===== src/rtl/vga_line_fetch.sv =====
`timescale 1ns/1ps
// vga_line_fetch: VGA raster timing generator that prefetches each next
// display line from SDRAM into a ping-pong line buffer (A = even rows,
// B = odd rows) and streams RGB565 pixels out of the buffer.
// Ports:
//   clk, sys_rst_n          pixel clock, asynchronous active-low reset
//   frame_sel               frame buffer to display, latched at frame start
//   read_line_req/_ack      4-phase line-fetch handshake (ack from SDRAM domain)
//   read_line_A_B, _addr    target buffer (1 = A) and line address of the fetch
//   read_pixel_addr/_clk    line-buffer read port address and clock
//   read_pixelA/B_data      line-buffer read data
//   vga_hs, vga_vs, vga_de  syncs (active-low) and data enable, 1 clk late
//   vga_rgb                 RGB565 pixel, aligned with the syncs
//   frame_start             one-clk pulse at hcnt == 0, vcnt == 0
//   underrun                sticky flag: a fetch came due while one was pending
module vga_line_fetch #(
  parameter int unsigned H_ACTIVE = 640,
  parameter int unsigned H_FP     = 16,
  parameter int unsigned H_SYNC   = 96,
  parameter int unsigned H_BP     = 48,
  parameter int unsigned V_ACTIVE = 480,
  parameter int unsigned V_FP     = 10,
  parameter int unsigned V_SYNC   = 2,
  parameter int unsigned V_BP     = 33
) (
  input  logic        clk,
  input  logic        sys_rst_n,
  input  logic [1:0]  frame_sel,
  input  logic        read_line_ack,
  input  logic        underrun_clr,
  output logic        read_line_req,
  output logic        read_line_A_B,
  output logic [15:0] read_line_addr,
  output logic [9:0]  read_pixel_addr,
  output logic        read_pixel_clk,
  input  logic [15:0] read_pixelA_data,
  input  logic [15:0] read_pixelB_data,
  output logic        vga_hs,
  output logic        vga_vs,
  output logic        vga_de,
  output logic [15:0] vga_rgb,
  output logic        frame_start,
  output logic        underrun
);

  localparam int unsigned H_TOTAL = H_ACTIVE + H_FP + H_SYNC + H_BP;
  localparam int unsigned V_TOTAL = V_ACTIVE + V_FP + V_SYNC + V_BP;
  localparam int unsigned CW      = 12;

  localparam logic [1:0] ST_IDLE = 2'd0;
  localparam logic [1:0] ST_REQ  = 2'd1;
  localparam logic [1:0] ST_DROP = 2'd2;

  logic [CW-1:0] hcnt, vcnt, hcnt_nxt, vcnt_nxt, nl;
  logic [1:0]    frame_lat;
  logic [1:0]    state, state_nxt;
  logic          ack_meta, ack_s;
  logic          hs_raw, vs_raw, de_raw, de_nxt;
  logic          fetch_pt, launch, late;

  assign read_pixel_clk = clk;

  // Raster counter advance.
  always_comb begin
    hcnt_nxt = hcnt + CW'(1);
    vcnt_nxt = vcnt;
    if (hcnt == CW'(H_TOTAL - 1)) begin
      hcnt_nxt = '0;
      vcnt_nxt = (vcnt == CW'(V_TOTAL - 1)) ? '0 : vcnt + CW'(1);
    end
  end

  // Raw (undelayed) timing signals for the current counter position.
  always_comb begin
    hs_raw = !((hcnt >= CW'(H_ACTIVE + H_FP)) && (hcnt < CW'(H_ACTIVE + H_FP + H_SYNC)));
    vs_raw = !((vcnt >= CW'(V_ACTIVE + V_FP)) && (vcnt < CW'(V_ACTIVE + V_FP + V_SYNC)));
    de_raw = (hcnt < CW'(H_ACTIVE)) && (vcnt < CW'(V_ACTIVE));
    de_nxt = (hcnt_nxt < CW'(H_ACTIVE)) && (vcnt_nxt < CW'(V_ACTIVE));
  end

  // Fetch point: end of active video, prefetch the following line if visible.
  always_comb begin
    nl       = (vcnt == CW'(V_TOTAL - 1)) ? '0 : vcnt + CW'(1);
    fetch_pt = (hcnt == CW'(H_ACTIVE)) && (nl < CW'(V_ACTIVE));
  end

  // Fetch FSM next state; a fetch point outside IDLE is an underrun.
  always_comb begin
    state_nxt = state;
    launch    = 1'b0;
    late      = 1'b0;
    case (state)
      ST_IDLE: begin
        if (fetch_pt) begin
          launch    = 1'b1;
          state_nxt = ST_REQ;
        end
      end
      ST_REQ: begin
        late = fetch_pt;
        if (ack_s) state_nxt = ST_DROP;
      end
      ST_DROP: begin
        late = fetch_pt;
        if (!ack_s) state_nxt = ST_IDLE;
      end
      default: state_nxt = ST_IDLE;
    endcase
  end

  // FSM state register.
  always_ff @(posedge clk or negedge sys_rst_n) begin
    if (!sys_rst_n) state <= ST_IDLE;
    else            state <= state_nxt;
  end

  // Counters, ack synchronizer, fetch fields and the video output stage.
  always_ff @(posedge clk or negedge sys_rst_n) begin
    if (!sys_rst_n) begin
      hcnt            <= '0;
      vcnt            <= '0;
      frame_lat       <= '0;
      ack_meta        <= 1'b0;
      ack_s           <= 1'b0;
      read_line_req   <= 1'b0;
      read_line_A_B   <= 1'b0;
      read_line_addr  <= '0;
      read_pixel_addr <= '0;
      vga_hs          <= 1'b1;
      vga_vs          <= 1'b1;
      vga_de          <= 1'b0;
      vga_rgb         <= '0;
      frame_start     <= 1'b0;
      underrun        <= 1'b0;
    end else begin
      hcnt     <= hcnt_nxt;
      vcnt     <= vcnt_nxt;
      ack_meta <= read_line_ack;
      ack_s    <= ack_meta;
      if ((hcnt == '0) && (vcnt == '0)) frame_lat <= frame_sel;
      read_line_req <= (state_nxt == ST_REQ);
      if (launch) begin
        read_line_addr <= {4'b0, frame_lat, nl[9:0]};
        read_line_A_B  <= ~nl[0];
      end
      // Registered from the next count so the address tracks hcnt exactly.
      read_pixel_addr <= de_nxt ? hcnt_nxt[9:0] : 10'd0;
      frame_start     <= (hcnt_nxt == '0) && (vcnt_nxt == '0);
      vga_hs          <= hs_raw;
      vga_vs          <= vs_raw;
      vga_de          <= de_raw;
      // Buffer read data follows read_pixel_addr; this register is the one
      // clk of latency that the delayed syncs line up with.
      vga_rgb <= de_raw ? (vcnt[0] ? read_pixelB_data : read_pixelA_data) : 16'h0000;
      if (late)              underrun <= 1'b1;
      else if (underrun_clr) underrun <= 1'b0;
    end
  end

endmodule


===== config.mk =====
export PLATFORM = sky130hd
export DESIGN_NAME = vga_line_fetch
export DESIGN_NICKNAME = d
export VERILOG_FILES = /design/src/rtl/vga_line_fetch.sv
export SDC_FILE = /design/constraint.sdc
export NUM_CORES = 1
export LEC_CHECK = 0
export BUFFER_PORTS_ARGS = -buffer_cell sky130_fd_sc_hd__buf_2
export CAP_MARGIN = 20
export CORE_UTILIZATION = 45
export CTS_CLUSTER_DIAMETER = 40
export DETAILED_ROUTE_END_ITERATION = 10
export PLACE_DENSITY = 0.75
export SKIP_CTS_REPAIR_TIMING = 1
export SLEW_MARGIN = 40
export SYNTH_ARGS = -nofsm -noshare
export SYNTH_HDL_FRONTEND = slang
export SYNTH_SLANG_ARGS = --single-unit

===== constraint.sdc =====
create_clock -name clk -period 3.7 [get_ports clk]
set_input_delay 0 -clock clk [delete_from_list [all_inputs] [get_ports clk]]
set_output_delay 0 -clock clk [all_outputs]
set_load 0.005 [all_outputs]

# ---- Word-level counts from Yosys, hierarchy flattened
# Index checks and enable logic that the tools add are counted.
dict set report op_classes {
  n_addsub 2
  order_cmp 9
  eq_ne 6
  muxes 15
  n_bitwise 1
  n_reduce_logical 16
}
# cell n
set op_table {}
lappend op_table {{logical NOT 12 bit} 4}
lappend op_table {{less-than comparator 12 x 9 -> 1 bit (second input constant)} 4}
lappend op_table {{== test 12 x 10 -> 1 bit (second input constant)} 3}
lappend op_table {{less-than comparator 12 x 10 -> 1 bit (second input constant)} 3}
lappend op_table {{2-to-1 mux 12 bit} 3}
lappend op_table {{2-to-1 mux 16 bit} 2}
lappend op_table {{adder 12 x 1 -> 12 bit (second input constant)} 2}
lappend op_table {{greater-or-equal comparator 12 x 10 -> 1 bit (second input constant)} 1}
lappend op_table {{greater-or-equal comparator 12 x 9 -> 1 bit (second input constant)} 1}
lappend op_table {{2-to-1 mux 10 bit} 1}
lappend op_table {{logical AND 1 bit} 7}
lappend op_table {{2-to-1 mux 2 bit} 3}
lappend op_table {{case mux 2 bit (3 select lines)} 1}
lappend op_table {{2-to-1 mux 1 bit} 5}
lappend op_table {{== test 2 x 1 -> 1 bit (second input constant)} 2}
lappend op_table {{== test 2 bit (second input constant)} 1}
lappend op_table {{logical NOT 1 bit} 2}
lappend op_table {{logical NOT 2 bit} 1}
lappend op_table {{nonzero test 2 bit} 1}
lappend op_table {{OR reduction 2 bit} 1}
lappend op_table {{NOT 1 bit} 1}
dict set report totals {
  ff_bits 75
  in_bits 38
  out_inout_bits 50
  wordCells 65
}

# ---- Longest topological paths before layout
# Gate-level depths: netlist of the first run.
dict set report depth {
  depth_word 7
  ltp_mapped 11
  mapped_depth_nobuf 8
}

==> results of run 1 <==
-- per-layer routing --
layer | vias up | routed length, um | GRT usage [%]
met4 | 0 | 185 | 7.44
met3 | 21 | 677 | 7.89
met1 | 1490 | 4040 | 26.2
met2 | 133 | 4530 | 32.2
met5 | - | 0 | 0
li1 | 1492 | - | -
-- synthesized netlist by cell type, types with 2 or more instances --
| master | number |
|---|---|
| or2_2 | 5 |
| buf_4 | 5 |
| clkbuf_1 | 16 |
| inv_1 | 16 |
| xor2_1 | 7 |
| mux2i_1 | 18 |
| nor2_1 | 38 |
| or3_1 | 4 |
| o21ai_0 | 8 |
| or4_4 | 3 |
| a21oi_1 | 8 |
| nor4_1 | 12 |
| or4_1 | 3 |
| nand4b_1 | 5 |
| nor4b_1 | 4 |
| nand3_1 | 13 |
| dfrtp_1 | 73 |
| and3_1 | 2 |
| ha_1 | 9 |
| nand2b_1 | 3 |
| xnor2_1 | 11 |
| nor3b_1 | 3 |
| mux2_2 | 14 |
| buf_1 | 4 |
| and4_1 | 3 |
| buf_2 | 2 |
| dfstp_2 | 2 |
| buf_6 | 3 |
| o21a_1 | 5 |
| nand2_1 | 21 |
| nor3_1 | 11 |
| nand4_1 | 9 |
| a31oi_1 | 2 |
-- worst register-to-register path, delay by kind of cell (launching register included) --
kind	cells	cell delay (ns)
flops	1	0.48
simple gates	4	2.00
compound gates	2	0.59
-- flip-flops by register name, summed over array words and instances, names as in the netlist --
register,flops
ack_meta,1
ack_s,1
frame_lat,2
frame_start,1
hcnt,12
read_line_A_B,1
read_line_addr,12
read_line_req,1
read_pixel_addr,10
state,2
underrun,1
vcnt,12
vga_de,1
vga_hs,1
vga_rgb,16
vga_vs,1
-- logic make-up after synthesis --
| logic type | Yosys count | synth area share [%] |
|---|---|---|
| other cells | 1 | 0.0997 |
| compound gates | 39 | 7.42 |
| simple gates | 143 | 20.6 |
| flops | 75 | 50.0 |
| xor+xnor | 18 | 4.19 |
| fa+ha+maj | 9 | 3.00 |
| mux | 32 | 8.98 |
| buf+inv | 46 | 5.76 |
-- report_power, final --
| part | switching (W) | total, W | internal, W |
|---|---|---|---|
| Sequential | 0.00000340 | 0.000833 | 0.000830 |
| Combinational | 0.0000400 | 0.0000912 | 0.0000511 |
| Clock | 0.000349 | 0.000693 | 0.000343 |
-- metrics by stage --
step	cell area, um2	hold slack (ns)	instances	power, W
after floorplan	3770	-0.296	366	0.000881
after global placement	4200	0.0829	526	0.000917
after detailed placement	4200	0.0728	526	0.000920
after CTS	4430	-0.414	545	0.00160
after global routing	4800	0.172	582	0.00168
final	4800	0.125	582	0.00162
-- final timing paths --
path                                    start          end  slack [ns]
worst min-delay path                sys_rst_n     hcnt[10]        0.13
max in group asynchronous           sys_rst_n      vcnt[4]        3.12
worst min register to register       ack_meta        ack_s        0.37
min in group clk                read_line_ack     ack_meta        0.19
worst max-delay path                  hcnt[6]  frame_start        0.53
worst max register to register        hcnt[6]  frame_start        0.53
-- cells in the final DEF (no fill, tap or decap), types with 3 or more instances in the layout --
master / n
nor4b_1: 4
o21a_1: 5
nand4b_1: 5
buf_4: 5
nor2_1: 38
clkbuf_8: 13
nand4_1: 9
ha_1: 9
and4_1: 3
xnor2_1: 11
nand2_1: 21
mux2i_1: 18
clkinvlp_4: 3
mux2_2: 14
dfrtp_1: 73
dlygate4sd3_1: 37
or2_2: 5
conb_1: 4
or3_1: 4
nor3b_1: 3
or4_4: 3
nand3_1: 13
xor2_1: 7
o21ai_0: 8
nor3_1: 11
nand2b_1: 3
inv_1: 16
nor4_1: 12
a21oi_1: 8
or4_1: 3
buf_2: 82
-- final cells by class --
class	instances	area share [%]
flip-flops and latches	75	39.2
clock inverters	6	1.02
well taps	102	2.66
inverters	16	1.25
multi-input cells	245	34.9
repair buffers	124	17.2
clock buffers	14	3.83
==> summary.txt, run 1 <==
Finish
  • Multi-input combinational cell area: 1680 um2
  • P&R area growth vs syn: 27.7%
  • Register Area: 1880 um2
  • Fill count: 642
  • N_diodes: 0
  • Fraction of layout cells with a size suffix above 1: 28.1%
  • Fin util: 60.9%
  • Layout net count: 522

Detailed routing
  • Pre-antenna DRT Iters: 5
  • Vias: 3136
  • Post-Route WL: 9430 um
  • Final ANT Viol Nets: 0
  • Iteration-0 DRC Markers: 131
  • # DRC: 0
  • Vias per Instance: 5.39
  • DR WL/cell: 16.2 um

Power and ir drop
  • Power per standard cell area: 337 nW/um2
  • Peak VDD IR: 0.235 mV
  • Leak pwr: 2.25 nW

GRT
  • Tot GR Track Use: 20.7%
  • Largest net degree at the start of global routing: 76
  • Antenna violations before repair: 0
  • First-pass GRT wire length: 13700 um
  • Number of global-route vias before repair: 2827
  • GRT overflow: 0

Critical path
  • CP arrival: 3.51 ns
  • Slowest cell delay on critical path: 0.68 ns
  • Worst path depth: 6
  • Largest delay share family, worst path: simple AND/OR/NAND/NOR gates
  • CP dominant cell by count: or4_4
  • Crit Path Category: register to register
  • WP buf/inv: 0
  • Data required, critical path: 4.05 ns
  • CP Capture Type: register
  • R2R depth: 6
  • Cells along the critical path: or4_4 > or4_4 > or2_1 > a221o_1 > or4_1 > a2111oi_2
  • CP max-delay cell: or4_4
  • Worst Path Max Fanout: 17
  • CP Launch Type: register

Timing
  • Post-layout min period: 3.17 ns
  • Setup TNS: 0 ns
  • Slew Limit Fails: 0
  • Period Utilization, post-route: 85.6%
  • Slew headroom: 44.4%
  • Unrepaired setup endpoints after global routing: false
  • FMAX: 0.316 GHz
  • Measured slew at the worst slew-check pin: 0.831 ns
  • Setup Viol. Count Final: 0
  • Final hold vios: 0
  • Worst setup margin: 0.531 ns
  • Worst Skew: 0.0123 ns

Logic synthesis
  • Ys Warns: 0
  • Seq cells post-synth: 75
  • Syn Area/Cell: 10.4 um2
  • Share of the yosys chip area belonging to registers: 50.0%
  • Synth top area cells: dfrtp_1, mux2i_1, mux2_2, nor2_1, ha_1
  • Dominant synthesized flop cell: dfrtp_1
  • Cell count after synthesis: 363
  • Synth Cell Area: 3760 um2
  • Post-synth EDFFs: 0
  • Synth top area share: 48.6%
  • Synth cell types: 54
  • Synth area leader: dfrtp_1
  • Asr flop ratio synth: 100%

Clocking
  • Worst-Skew Late Latency: 0.46 ns
  • CTS clk-pin slew, worst paths: 0.08 ns
  • CTS tree: done

Placement
  • DP HPWL: 6020 um
  • Gpl congestion: 0.939
  • Worst slack at placement: 0.552 ns
  • Number of port buffers: 83

Die
  • Width of the die: 93.4 um
  • Core area: 7890 um2
  • Die span in y: 93.4 um
  • Ports: 88
  • Initial Util: 47.7%
  • DIE AREA: 8720 um2
  • Site Rows: 32

Run status
  • Status: finished, final reports clean

Hold path
  • Worst Hold Class: input pin to asynchronous set/reset pin

Job
  • # Max-Cap Violations: 0
(Power assumes the default switching activity.)
==> inputs of run 2 (changes only) <==
--- a/config.mk
+++ b/config.mk
@@ -7,10 +7,11 @@
 export LEC_CHECK = 0
 export BUFFER_PORTS_ARGS = -buffer_cell sky130_fd_sc_hd__buf_2
 export CAP_MARGIN = 20
-export CORE_UTILIZATION = 45
+export CORE_ASPECT_RATIO = 0.8
+export CORE_UTILIZATION = 25
 export CTS_CLUSTER_DIAMETER = 40
 export DETAILED_ROUTE_END_ITERATION = 10
-export PLACE_DENSITY = 0.75
+export PLACE_DENSITY = 0.49
 export SKIP_CTS_REPAIR_TIMING = 1
 export SLEW_MARGIN = 40
 export SYNTH_ARGS = -nofsm -noshare
==> summary.txt, run 2 (synthesis gave the netlist of run 1 again) <==
Run status
  • Status: complete, but fails checks
  • Failing checks: design-rule violations

Critical path
  • Crit Path Category: register to register
  • CP Launch Type: register
  • CP arrival: 3.68 ns (+0.17 ns)
  • Worst Path Max Fanout: 8 (-9)
  • CP Capture Type: register
  • Reg2reg start: hcnt[6]
  • Data required, critical path: 4.03 ns (-0.02 ns)
  • Critical path origin: hcnt[6]

Timing
  • Unrepaired setup endpoints after global routing: false
  • Post-layout min period: 3.35 ns (+0.180 ns)
  • FMAX: 0.299 GHz (-5.4%)
  • Slew Limit Fails: 0 (unchanged)
  • Measured slew at the worst slew-check pin: 0.691 ns (-0.140 ns)
  • Worst Skew: 0.00752 ns (-0.00483 ns)
  • Slew headroom: 53.9% (+9.5 points)
  • Setup Viol. Count Final: 0 (unchanged)
  • Final hold vios: 0 (unchanged)
  • Period Utilization, post-route: 90.5% (+4.9 points)
  • Setup TNS: 0 ns (unchanged)

GRT
  • Antenna violations before repair: 0 (unchanged)
  • First-pass GRT wire length: 15400 um (+12%)
  • Largest net degree at the start of global routing: 76 (unchanged)
  • Number of global-route vias before repair: 2959 (+4.7%)
  • GRT overflow: 0 (unchanged)
  • Tot GR Track Use: 12.7% (-8.0 points)

Detailed routing
  • Iteration-0 DRC Markers: 168 (+28%)
  • # DRC: 3 (+3)
  • Final ANT Viol Nets: 0 (unchanged)
  • DR WL/cell: 14.8 um (-8.5%)
  • Vias per Instance: 4.65 (-14%)
  • Vias: 3085 (-1.6%)
  • Post-Route WL: 9850 um (+4.4%)
  • Pre-antenna DRT Iters: 9 (+4)

Finish
  • Most frequent cells in the layout: buf_2, dfrtp_1, nor2_1
  • Fill count: 1427 (+120%)
  • P&R area growth vs syn: 34.7%
  • Layout net count: 522 (unchanged)
  • Final Non-Filler Cells: 664 (+14%)
  • N_diodes: 0 (unchanged)
  • Largest register by flop count: vga_rgb
  • Commonest non-fill, non-tap cell in the layout: buf_2
  • Max reg flops: 16 (unchanged)
  • Fraction of layout cells with a size suffix above 1: 28.3% (+0.21 points)

Power and ir drop
  • Power Internal: 0.00156 W (+28%)
  • Leak pwr: 2.33 nW (+3.7%)
  • Peak VDD IR: 0.257 mV (+9.2%)
  • Switching Fraction: 21.9% (-2.4 points)
  • Sequential Power Share: 41.7% (-9.8 points)
  • Gate power share: 4.4% (-1.2 points)
  • Clock power share: 53.9% (+11 points)
  • Psw: 0.000437 W (+11%)
  • PnR Total Power: 0.00200 W (+24%)
  • Power per standard cell area: 395 nW/um2 (+17%)

Die
  • Core area: 14500 um2 (+84%)
  • Site Rows: 39 (+22%)
  • Ports: 88 (unchanged)
  • DIE AREA: 15500 um2 (+78%)
  • Width of the die: 139 um (+49%)
  • Die span in y: 112 um (+20%)
  • Initial Util: 25.9% (-22 points)

Placement
  • Placed Cells: 607 (+15%)
  • DP HPWL: 6850 um (+14%)
  • Gpl congestion: 0.843 (-10%)
  • Number of port buffers: 83 (unchanged)

Clocking
  • CTS tree: done
  • Worst-Skew Late Latency: 0.45 ns (about the same)
  • CTS clk-pin slew, worst paths: 0.06 ns (-0.02 ns)

Job
  • # Max-Cap Violations: 0 (unchanged)

Hold path
  • Worst Hold Class: input pin to asynchronous set/reset pin
-- run 2: area by class of cell --
type / count / area, um2 / share of cell area, %
clock buffer: 13 / 305 / 6.03
clock inverter: 7 / 83.8 / 1.66
inverter: 16 / 60.1 / 1.19
multi-input combinational: 245 / 1680 / 33.2
sequential: 75 / 1880 / 37.1
tap: 184 / 230 / 4.55
timing repair buffer: 124 / 825 / 16.3
-- run 2: worst paths after layout --
kind | endpoint | slack [ns] | cells past startpoint
min reg2reg | ack_s | 0.36 | 0
min in group clk | ack_meta | 0.19 | 2
min | read_pixel_addr[8] | 0.15 | 2
max reg2reg | frame_start | 0.35 | 6
max in group asynchronous | ack_meta | 3.09 | 2
max | frame_start | 0.35 | 6
-- run 2: metal layers --
layer / track usage (%) / share of wire, % / wire [um] / up-vias
li1: - / - / - / 1491
met3: 3.96 / 6.4 / 627 / 14
met2: 18.4 / 44 / 4330 / 105
met1: 17.6 / 48 / 4750 / 1475
met4: 5.26 / 1.4 / 142 / 0
met5: 0 / 0 / 0 / -
-- run 2: metrics by stage --
step | setup WS [ns] | instance area, um2 | hold WS (ns) | utilization (%)
2_1_floorplan | 0.726 | 3770 | -0.296 | -
3_3_place_gp | 0.389 | 4290 | 0.0829 | 29.6
3_5_place_dp | 0.379 | 4300 | 0.0829 | 29.6
4_1_cts | 0.365 | 4680 | -0.393 | 32.3
5_1_grt | 0.222 | 5060 | 0.181 | 34.9
6_report | 0.351 | 5060 | 0.151 | 34.9
-- run 2: worst max-delay path, stage by stage (launching register included) --
cell and delay [ns]:
dfrtp_1 0.49, or4_4 0.62, or4_4 0.60, a311oi_2 0.47, nand4b_1 0.16, or4_1 0.49, a2111oi_2 0.40
-- run 2: power groups by stage --
stage               registers, W  clock network (W)  logic (W)
global route            0.000835            0.00115  0.0000981
detailed placement      0.000850          0.0000117  0.0000594
finish                  0.000835            0.00108  0.0000879
floorplan               0.000851          0.0000175  0.0000130
CTS                     0.000835            0.00111  0.0000592
global placement        0.000849          0.0000117  0.0000575
